[config.mk]
export PLATFORM = sky130hd
export DESIGN_NAME = alu_control_seq_flat
export DESIGN_NICKNAME = d
export VERILOG_FILES = /design/src/rtl/alu_control_seq_if.sv /design/src/rtl/alu_control_seq.sv /design/src/flat_wrapper.sv
export SDC_FILE = /design/constraint.sdc
export NUM_CORES = 1
export LEC_CHECK = 0
export BUFFER_PORTS_ARGS = -buffer_cell sky130_fd_sc_hd__buf_2
export CAP_MARGIN = 20
export CORE_MARGIN = 10
export CORE_UTILIZATION = 40
export DETAILED_ROUTE_END_ITERATION = 16
export RECOVER_POWER = 100
export SLEW_MARGIN = 20
export SYNTH_ARGS = -nofsm -noshare
export SYNTH_HDL_FRONTEND = slang
export SYNTH_SLANG_ARGS = --single-unit
export TNS_END_PERCENT = 30
[constraint.sdc]
create_clock -name clk -period 1.46 [get_ports clk]
set_input_delay 0.219 -clock clk [delete_from_list [all_inputs] [get_ports clk]]
set_output_delay 0.219 -clock clk [all_outputs]
set_load 0.005 [all_outputs]
[src/rtl/alu_control_seq_if.sv]
// Handshake bundle between decode, the ALU control stage and EX.
// master = decode/EX side, slave = alu_control_seq.
interface alu_control_seq_if #(
    parameter int OP_W    = 4,
    parameter int FUNCT_W = 6
);
    logic               in_valid;
    logic               in_ready;
    logic [1:0]         ALUOp;
    logic [FUNCT_W-1:0] funct;
    logic               out_valid;
    logic               out_ready;
    logic [OP_W-1:0]    Op;
    logic               md_busy;
    logic               illegal;
    logic               var_shift;

    modport master (
        output in_valid, ALUOp, funct, out_ready,
        input  in_ready, out_valid, Op, md_busy, illegal, var_shift
    );

    modport slave (
        input  in_valid, ALUOp, funct, out_ready,
        output in_ready, out_valid, Op, md_busy, illegal, var_shift
    );
endinterface

[src/rtl/alu_control_seq.sv]
// Registered ALU control stage: decodes {ALUOp, funct} into Op behind a one-entry
// valid/ready register, holding off decode while a mul/div runs. Optional: ALU_CTRL_SHIFTV_EN (sllv/srlv).
module alu_control_seq #(
    parameter int OP_W          = 4,
    parameter int FUNCT_W       = 6,
    parameter int MULDIV_CYCLES = 4
) (
    input logic              clk,
    input logic              rst,
    alu_control_seq_if.slave bus
);
    localparam int CNT_W = $clog2(MULDIV_CYCLES + 1);

    typedef enum logic [1:0] {IDLE, MD, HOLD} state_e;

    typedef struct packed {
        logic [3:0] code;
        logic       illegal;
        logic       var_shift;
        logic       muldiv;
    } dec_t;

    state_e           state_q;
    logic [CNT_W-1:0] cnt_q;
    logic [OP_W-1:0]  op_q;
    logic             illegal_q;
    logic             var_shift_q;
    logic             out_valid_q;
    logic             md_busy_q;
    logic             in_ready;
    logic             accept;
    dec_t             dec;

    function automatic dec_t decode(input logic [1:0] aluop, input logic [FUNCT_W-1:0] f);
        dec_t d;
        d = '{code: 4'b0010, illegal: 1'b0, var_shift: 1'b0, muldiv: 1'b0};
        case (aluop)
            2'b00: d.code = 4'b0010;
            2'b01: d.code = 4'b0110;
            2'b11: d.code = 4'b0001;
            default: begin
                // Any set bit above the 6-bit funct field makes the op undecodable.
                if ((f >> 6) != '0) begin
                    d.illegal = 1'b1;
                end else begin
                    case (f[5:0])
                        6'd36: d.code = 4'b0000;
                        6'd37: d.code = 4'b0001;
                        6'd32: d.code = 4'b0010;
                        6'd34: d.code = 4'b0110;
                        6'd42: d.code = 4'b0111;
                        6'd39: d.code = 4'b1100;
                        6'd0:  d.code = 4'b1110;
                        6'd2:  d.code = 4'b1111;
                        6'd24: begin d.code = 4'b1000; d.muldiv = 1'b1; end
                        6'd25: begin d.code = 4'b1001; d.muldiv = 1'b1; end
                        6'd26: begin d.code = 4'b1010; d.muldiv = 1'b1; end
                        6'd27: begin d.code = 4'b1011; d.muldiv = 1'b1; end
`ifdef ALU_CTRL_SHIFTV_EN
                        6'd4:  begin d.code = 4'b1110; d.var_shift = 1'b1; end
                        6'd6:  begin d.code = 4'b1111; d.var_shift = 1'b1; end
`endif
                        default: d.illegal = 1'b1;
                    endcase
                end
            end
        endcase
        return d;
    endfunction

    always_comb begin
        in_ready = 1'b0;
        case (state_q)
            IDLE:    in_ready = 1'b1;
            HOLD:    in_ready = bus.out_ready;
            default: in_ready = 1'b0;
        endcase
    end

    assign accept = bus.in_valid && in_ready;
    assign dec    = decode(bus.ALUOp, bus.funct);

    always_ff @(posedge clk or posedge rst) begin
        if (rst) begin
            state_q     <= IDLE;
            cnt_q       <= '0;
            op_q        <= '0;
            illegal_q   <= 1'b0;
            var_shift_q <= 1'b0;
            out_valid_q <= 1'b0;
            md_busy_q   <= 1'b0;
        end else begin
            case (state_q)
                IDLE, HOLD: begin
                    if (accept) begin
                        op_q        <= OP_W'(dec.code);
                        illegal_q   <= dec.illegal;
                        var_shift_q <= dec.var_shift;
                        if (dec.muldiv) begin
                            // Loaded with the full cycle count so Op appears MULDIV_CYCLES+1 edges after accept.
                            state_q     <= MD;
                            cnt_q       <= CNT_W'(MULDIV_CYCLES);
                            md_busy_q   <= 1'b1;
                            out_valid_q <= 1'b0;
                        end else begin
                            state_q     <= HOLD;
                            out_valid_q <= 1'b1;
                        end
                    end else if (state_q == HOLD && bus.out_ready) begin
                        state_q     <= IDLE;
                        out_valid_q <= 1'b0;
                    end
                end
                MD: begin
                    if (cnt_q == '0) begin
                        state_q     <= HOLD;
                        md_busy_q   <= 1'b0;
                        out_valid_q <= 1'b1;
                    end else begin
                        cnt_q <= cnt_q - 1'b1;
                    end
                end
                default: state_q <= IDLE;
            endcase
        end
    end

    assign bus.in_ready  = in_ready;
    assign bus.out_valid = out_valid_q;
    assign bus.Op        = op_q;
    assign bus.md_busy   = md_busy_q;
    assign bus.illegal   = illegal_q;
    assign bus.var_shift = var_shift_q;
endmodule

[src/flat_wrapper.sv]
// flat-port wrapper written by rule: the top's interface ports become plain ports
module alu_control_seq_flat 
#(
    parameter int OP_W          = 4,
    parameter int FUNCT_W       = 6,
    parameter int MULDIV_CYCLES = 4
)
  (clk, rst, bus_in_valid, bus_ALUOp, bus_funct, bus_out_ready, bus_in_ready, bus_out_valid, bus_Op, bus_md_busy, bus_illegal, bus_var_shift);
  alu_control_seq_if #(.OP_W(OP_W), .FUNCT_W(FUNCT_W)) bus_i ();
  input logic clk;
  input logic rst;
  input wire logic [$bits(bus_i.in_valid)-1:0] bus_in_valid;
  input wire logic [$bits(bus_i.ALUOp)-1:0] bus_ALUOp;
  input wire logic [$bits(bus_i.funct)-1:0] bus_funct;
  input wire logic [$bits(bus_i.out_ready)-1:0] bus_out_ready;
  output wire logic [$bits(bus_i.in_ready)-1:0] bus_in_ready;
  output wire logic [$bits(bus_i.out_valid)-1:0] bus_out_valid;
  output wire logic [$bits(bus_i.Op)-1:0] bus_Op;
  output wire logic [$bits(bus_i.md_busy)-1:0] bus_md_busy;
  output wire logic [$bits(bus_i.illegal)-1:0] bus_illegal;
  output wire logic [$bits(bus_i.var_shift)-1:0] bus_var_shift;
  assign bus_i.in_valid = bus_in_valid;
  assign bus_i.ALUOp = bus_ALUOp;
  assign bus_i.funct = bus_funct;
  assign bus_i.out_ready = bus_out_ready;
  assign bus_in_ready = bus_i.in_ready;
  assign bus_out_valid = bus_i.out_valid;
  assign bus_Op = bus_i.Op;
  assign bus_md_busy = bus_i.md_busy;
  assign bus_illegal = bus_i.illegal;
  assign bus_var_shift = bus_i.var_shift;
  alu_control_seq #(.OP_W(OP_W), .FUNCT_W(FUNCT_W), .MULDIV_CYCLES(MULDIV_CYCLES)) u_core (.clk(clk), .rst(rst), .bus(bus_i));
endmodule
; Word-level counts from Yosys, hierarchy flattened
; Index checks and enable logic that the tools add are counted.
; W data, S select, Z words.
[word_totals]
latch_bits = 0
in_bits = 12
romBits = 0
memories = 0
regBits = 12
output_inout_bits = 9
mem_bits_rw = 0
[classes]
muxes = 25
reduce_logical = 16
bitwise = 0
multipliers = 0
order_cmp = 0
div_mod_pow = 0
n_eq_ne = 20
shifts = 0
n_addsub = 1
[ops]
columns = op, count
row1 = $pmux W4 S11, 1
row2 = $eq A6 B6 Y1 const B, 6
row3 = $eq A6 B5 Y1 const B, 4
row4 = $pmux W4 S3, 1
row5 = $reduce_or A12 Y1, 1
row6 = $mux W1, 11
row7 = $mux W3, 3
row8 = $mux W2, 4
row9 = $reduce_and A4 Y1, 2
row10 = $eq A6 B2 Y1 const B, 1
row11 = $logic_not A6 Y1, 1
row12 = $ne A2 B1 Y1 const B, 3
row13 = $pmux W1 S2, 3
row14 = $pmux W3 S2, 1
row15 = $eq A2 B1 Y1 const B, 2
row16 = $eq A2 B2 Y1 const B, 2
row17 = $logic_not A2 Y1, 2
row18 = $pmux W2 S2, 1
row19 = $reduce_and A2 Y1, 2
row20 = $reduce_or A4 Y1, 1
row21 = $logic_not A3 Y1, 1
row22 = $ne A3 B1 Y1 const B, 1
row23 = $reduce_and A3 Y1, 1
row24 = $reduce_or A3 Y1, 1
row25 = other kinds (5), 6

; Depth between registers and ports, before layout
; Gate-level depths: netlist of run 1.
[logic_depth]
depth_word = 7
ltp_mapped = 6
depth_no_buf = 6

; Worst setup path after synthesis of run 1
; Ideal clock, no wire load.
[synth_timing]
kind = input to register
start = in bus_funct[5]
end = reg u_core.cnt_q[1]
setup_time_ps = 120
arrival_time_ps = 1264
setup_slack_ps = 76
cell_stages = 5
cell_sequence = buf_4 and4bb_2 nand3b_2 or2_4 a31o_2
[synth_via]
elab_chain_cells = 6
[synth_rtl]
columns = item, line_no
row1 = "start, declared", flat_wrapper.sv:14  ; input wire logic [$bits(bus_i.funct)-1:0] bus_funct;
row2 = $eq A6 B5 Y1, alu_control_seq.sv:46  ; case (f[5:0])
row3 = $reduce_or A4 Y1 (no source line) *, -
row4 = $mux W1 *, alu_control_seq.sv:46
row5 = $mux W1 *, alu_control_seq.sv:37  ; case (aluop)
row6 = $ne A2 B1 Y1 (no source line) *, -
row7 = $reduce_and A4 Y1 (no source line) *, -
row8 = "end signal, assigned", alu_control_seq.sv:102  ; cnt_q <= CNT_W'(MULDIV_CYCLES);
row9 = "end signal, assigned", alu_control_seq.sv:120  ; cnt_q <= cnt_q - 1'b1;
row10 = "end, declared", alu_control_seq.sv:24  ; logic [CNT_W-1:0] cnt_q;
; Mark *: on every way between the ends. The rest lies on a longest branch, timed or not.
; A chain may end at the register's enable or synchronous reset.

; Final worst setup path of run 1
[layout_timing]
start = reg u_core.state_q[1]
end = out bus_in_ready
[layout_via]
elab_chain_cells = 2
[layout_rtl]
columns = item, line_no
row1 = "start, declared", alu_control_seq.sv:23  ; state_e state_q;
row2 = "start signal, assigned", alu_control_seq.sv:85  ; state_q <= IDLE;
row3 = "start signal, assigned", alu_control_seq.sv:101  ; state_q <= MD;
row4 = "start signal, assigned", alu_control_seq.sv:106  ; state_q <= HOLD;
row5 = $eq A2 B2 Y1 or $logic_not A2 Y1 (tied branches), alu_control_seq.sv:73  ; case (state_q)
row6 = $pmux W1 S2 *, alu_control_seq.sv:73
row7 = "end, declared", flat_wrapper.sv:16  ; output wire logic [$bits(bus_i.in_ready)-1:0] bus_in_ready;
; Marks and branches as above.

==> run metrics, run 1 <==
number of hold violations in the final report 0; number of routed nets with antenna violations 0; FP Rows 16; Seq/Total Area, Yosys 37.0%; number of post-CTS setup repair buffers 0; Post-Syn Instances 88; syn_area_per_cell 9.21 sq um; Yosys warning count 0; post-DR wirelength/cell 12.6 um; CP startpoint kind flip-flop; #FFs+latches synth 12; via/cell ratio 4.96; DRC 0; Core ar. 1940 sq um; Synth Cell Area 811 sq um; largest net degree at the start of global routing 13; vias in the first global route 725; grt ovf 0; FFs w/ async S/R, synth 100%; Placer Congestion 0.893; routed via count 695; die area 4230 sq um; final WL 1770 um; Post-synth EDFFs 0; fillers 209; clock tree sinks 12; initial antenna violation count 0; crit path DAT 1.12 ns; DP HPWL 1450 um; post-synth net total 102; clk root buf clkbuf_4; nets 128; CTS clk-pin slew, worst paths 0.08 ns; drt initial violations 25; # IOs 21; height of the die 65.0 um; fin crit share 91.4%; TritonCTS buffer count 3; share of cells above drive strength 1 25.7%; Clk Latency, worst-skew pair 0.27 ns; clk_skew 0.00769 ns; fmax 750 MHz; # setup viols final 0; outcome finished, final reports clean; number of placed cells counting well taps 135; max-cap violations 0; Crit Path Max Fanout 5; die width 65.0 um; Post-synth top flop dfrtp_1; CP Capture Type output port; Max rail drop VDD 0.495 mV; kind of critical path flip-flop to output port; H-tree depth 1; first-pass GRT wire length 3130 um; Pleak 0.458 nW; drt pass-1 iters 4; Yosys cell types 35; IO Port Bufs 19; Tmin final 1.33 ns; maximum buffer depth of the clock tree 2; n_diodes 0; setup_tns 0 ns; worst hold path class input port to flip-flop; Hold Slack 0.241 ns; CTS tree yes; Area growth, synth to finish 19.0%; Worst Path Required 1.24 ns; Final Max Slew Viols 0; initial cell density of the core 41.8%; Layout Cells excl Fill 140; pwr dens 878 nW/um^2; Total GRT Usage 8.94%; RSZ-0062 raised after global routing no
critical path: stages (launching register included):
cell,delay [ns]
dfrtp_1,0.41
nor2b_1,0.25
nor2_1,0.06
buf_2,0.13
metal layers:
| metal | vias up | GRT usage, % | wire (um) |
|---|---|---|---|
| met2 | 14 | 13.5 | 787 |
| met1 | 327 | 11.1 | 869 |
| li1 | 354 | - | - |
| met5 | - | 0 | 0 |
| met4 | 0 | 3.21 | 0 |
| met3 | 0 | 3.61 | 110 |
path summary, 6_finish.rpt:
path | endpoint | from | depth (start not counted) | slack (ns)
min in group asynchronous | u_core.bus.Op[1] | rst | 3 | 0.48
max reg2reg | u_core.cnt_q[1] | u_core.state_q[0] | 4 | 0.13
min | u_core.bus.illegal | bus_funct[4] | 3 | 0.24
min reg2reg | u_core.bus.Op[3] | u_core.bus.Op[3] | 2 | 0.50
max in group asynchronous | u_core.state_q[1] | rst | 3 | 0.66
max | bus_in_ready | u_core.state_q[1] | 3 | 0.13
flip-flops by register name (all words and copies together) (netlist names):
signal / count
u_core.bus.Op: 4
u_core.cnt_q: 3
u_core.state_q: 2
u_core.bus.illegal: 1
u_core.bus.md_busy: 1
u_core.bus.out_valid: 1
power breakdown:
group | total [mW] | switching, mW | internal, mW
clock network | 0.267 | 0.115 | 0.151
logic | 0.196 | 0.100 | 0.0958
registers | 0.384 | 0.0189 | 0.365
total | 0.847 | 0.234 | 0.612
stage by stage:
step	setup slack, ns	utilization, %	instance area (sq um)	power (mW)
after CTS	0.0901	50.6	982	0.868
final	0.126	49.7	965	0.847
after global routing	0.00913	49.7	965	0.904
after global placement	0.0415	48.2	936	0.588
after detailed placement	0.0352	48.2	936	0.593
after floorplan	0.0759	-	811	0.523
cells in the mapped netlist, types with 2 or more instances:
cell type / count / area, sq um
buf_6: 3 / 33.8
o21ai_0: 2 / 10.0
mux2i_1: 4 / 40.0
nor2_1: 8 / 30.0
a21oi_1: 3 / 15.0
dfrtp_1: 12 / 300
o31ai_1: 3 / 22.5
nor2b_1: 4 / 25.0
ha_1: 2 / 25.0
buf_4: 2 / 15.0
nand3_1: 2 / 10.0
nand2_1: 11 / 41.3
inv_1: 5 / 18.8
a31oi_1: 2 / 12.5
nand2b_1: 4 / 25.0
or2b_1: 2 / 15.0
area by class of cell:
cell class | count | area, sq um | share of cell area [%]
Multi-Input combinational cell | 66 | 434 | 45.0
Sequential cell | 12 | 300 | 31.1
Timing Repair Buffer | 26 | 141 | 14.7
Clock buffer | 4 | 36.3 | 3.76
Tap cell | 27 | 33.8 | 3.50
Inverter | 5 | 18.8 | 1.95
timing repair:
item                                    CTS  global route
hold buffers                              1             0
endpoints found under the setup margin    0             1
resized for setup                         0             1
endpoints found under the hold margin    12             0
logic make-up (layout without fill, tap and decap cells):
| family | after synthesis | after routing | share of synthesized area (%) |
|---|---|---|---|
| compound gates | 17 | 17 | 15.1 |
| xor+xnor | 2 | 2 | 2.16 |
| fa+ha+maj | 2 | 2 | 3.09 |
| buf+inv | 10 | 35 | 8.33 |
| flops | 12 | 12 | 37.0 |
| mux | 4 | 4 | 4.94 |
| other cells | 1 | 1 | 0.463 |
| simple gates | 40 | 40 | 28.9 |
cell usage in the layout, fill, tap and decap left out, types with 3 or more instances in the layout:
| master | instances |
|---|---|
| o31ai_1 | 3 |
| nor2b_1 | 3 |
| clkbuf_1 | 7 |
| buf_2 | 12 |
| nor2_1 | 8 |
| dfrtp_1 | 12 |
| clkbuf_4 | 3 |
| a21oi_1 | 3 |
| nand2_1 | 11 |
| mux2i_1 | 4 |
| buf_4 | 6 |
| nand2b_1 | 4 |
| inv_1 | 5 |
No activity file was read; power rests on OpenSTA's default activity.
==> run 2: changes to the inputs <==
- BUFFER_PORTS_ARGS: -buffer_cell sky130_fd_sc_hd__buf_2 -> default
- DONT_BUFFER_PORTS: default -> 1
==> run 2 against run 1 <==
Compared with the run above: fmax increased by 2.0%; non-clock buffer count decreased by 23; global-route usage decreased by 0.57 points; core utilization decreased by 6.3 points; clock skew decreased by 0.0058 ns; sequential power increased by 2%; first-iteration DRC count increased by 56%.
==> run metrics, run 2 (synthesis gave the netlist of run 1 again) <==
slowest CP cell dfrtp_1; FF-to-FF Start u_core.state_q[0]; Placer Congestion 0.738; Flop pwr share 53.9%; CTS tree yes; P_sw 0.190 mW; share of cells above drive strength 1 13.5%; Clock power frac 26.3%; TritonCTS buffer count 3; critical path cell sequence nor2b_1 -> nand2_1 -> or2_4 -> a31o_2; max incr delay on CP 0.44 ns; post-DR wirelength/cell 14.4 um; outcome finished, final reports clean; cell internal pwr 0.535 mW; FP Rows 16; CTS clk-pin slew, worst paths 0.07 ns; Total GRT Usage 8.37%; Worst Path Required 1.62 ns; RSZ-0062 raised after global routing no; height of the die 65.0 um; Final Max Slew Viols 0; DRC 0; number of routed nets with antenna violations 0; number of placed cells counting well taps 112; via/cell ratio 5.23; worst hold path endpoint u_core.bus.illegal; fillers 207; max-cap violations 0; Crit Path Max Fanout 7; largest net degree at the start of global routing 13; pwr dens 861 nW/um^2; first-pass GRT wire length 2880 um; Critical R2R Capture u_core.cnt_q[1]; Core ar. 1940 sq um; # IOs 21; Sw Ratio 26.2%; initial antenna violation count 0; Core Util, Final 43.4%; Tmin final 1.31 ns; Hold Slack 0.130 ns; clock tree sinks 12; Comb pwr share 19.8%; Bufs and invs on worst path 0; kind of critical path flip-flop to flip-flop; IO Port Bufs 0; fmax 765 MHz; grt ovf 0; final WL 1670 um; clk root buf clkbuf_4; Worst R2R Path Depth 4; drt initial violations 39; vias in the first global route 611; nets 105; Worst R2R Setup Slack 0.15 ns; area occupied by registers 300 sq um; CP startpoint kind flip-flop; # setup viols final 0; Final Cell Area 842 sq um; n_diodes 0; Tot Pwr 0.725 mW; Area growth, synth to finish 3.86%; number of hold violations in the final report 0; final worst slack 0.152 ns; commonest non-fill, non-tap cell in the layout dfrtp_1; DP Worst Slack 0.131 ns; Pleak 0.376 nW; fin crit share 89.6%; H-tree depth 1; initial cell density of the core 41.8%; multi-input logic area 445 sq um; drt pass-1 iters 4; crit path DAT 1.47 ns; clk_skew 0.00192 ns; maximum buffer depth of the clock tree 2; Worst Hold Depth 2; worst hold path class input port to flip-flop; die area 4230 sq um; CP Capture Type flip-flop; highest-count cells in the layout ignoring fill and taps 12 x dfrtp_1, 11 x nand2_1, 8 x nor2_1, 5 x inv_1; Hold Crit Start bus_funct[4]; routed via count 607; die width 65.0 um; DP HPWL 1380 um; setup_tns 0 ns; Clk Latency, worst-skew pair 0.26 ns; CP top delay family simple AND/OR/NAND/NOR gates; max FFs per register 4; Max rail drop VDD 0.425 mV; Area after DPL 811 sq um; Layout Cells excl Fill 116
[run 2: cell types whose count changed in the layout (fill, tap and decap cells not counted), sizes merged]
cell / change
clkbuf: -7
buf: -17
[run 2: worst max-delay path by stage]
stage,from,to,slack [ns],cells past startpoint
5_1_grt,u_core.cnt_q[1],u_core.cnt_q[0],0.04,6
6_report,u_core.state_q[0],u_core.cnt_q[1],0.15,4
2_1_floorplan,bus_funct[5],u_core.cnt_q[1],0.08,5
3_5_place_dp,u_core.cnt_q[1],u_core.cnt_q[0],0.13,6
3_3_place_gp,u_core.cnt_q[1],u_core.cnt_q[1],0.14,6
4_1_cts,u_core.cnt_q[1],u_core.cnt_q[0],0.11,6
[run 2: timing repair]
item / in CTS / in global routing
resized for setup: 0 / 1
hold buffers: 1 / 0
hold endpoints to repair: 12 / 0
buffers inserted: 0 / 0
endpoints found under the setup margin: 0 / 2
[run 2: final cells by class]
| class | count | share of cell area [%] |
|---|---|---|
| inverters | 5 | 2.23 |
| multi-input cells | 66 | 52.9 |
| repair buffers | 3 | 2.53 |
| well taps | 27 | 4.01 |
| clock buffers | 3 | 2.67 |
| flip-flops and latches | 12 | 35.7 |
[run 2: layer usage]
layer  part of all wire [%]  GRT usage, %
met3                     14          6.01
met5                      0             0
met4                      0         0.802
met1                     44          9.91
met2                     42          12.4
[run 2: power by group through the flow]
stage,clock (mW),combinational [mW],sequential [mW]
after floorplan,0,0.134,0.389
after global placement,0,0.140,0.398
after detailed placement,0,0.142,0.399
after CTS,0.200,0.145,0.392
after global routing,0.218,0.165,0.397
final,0.191,0.143,0.391
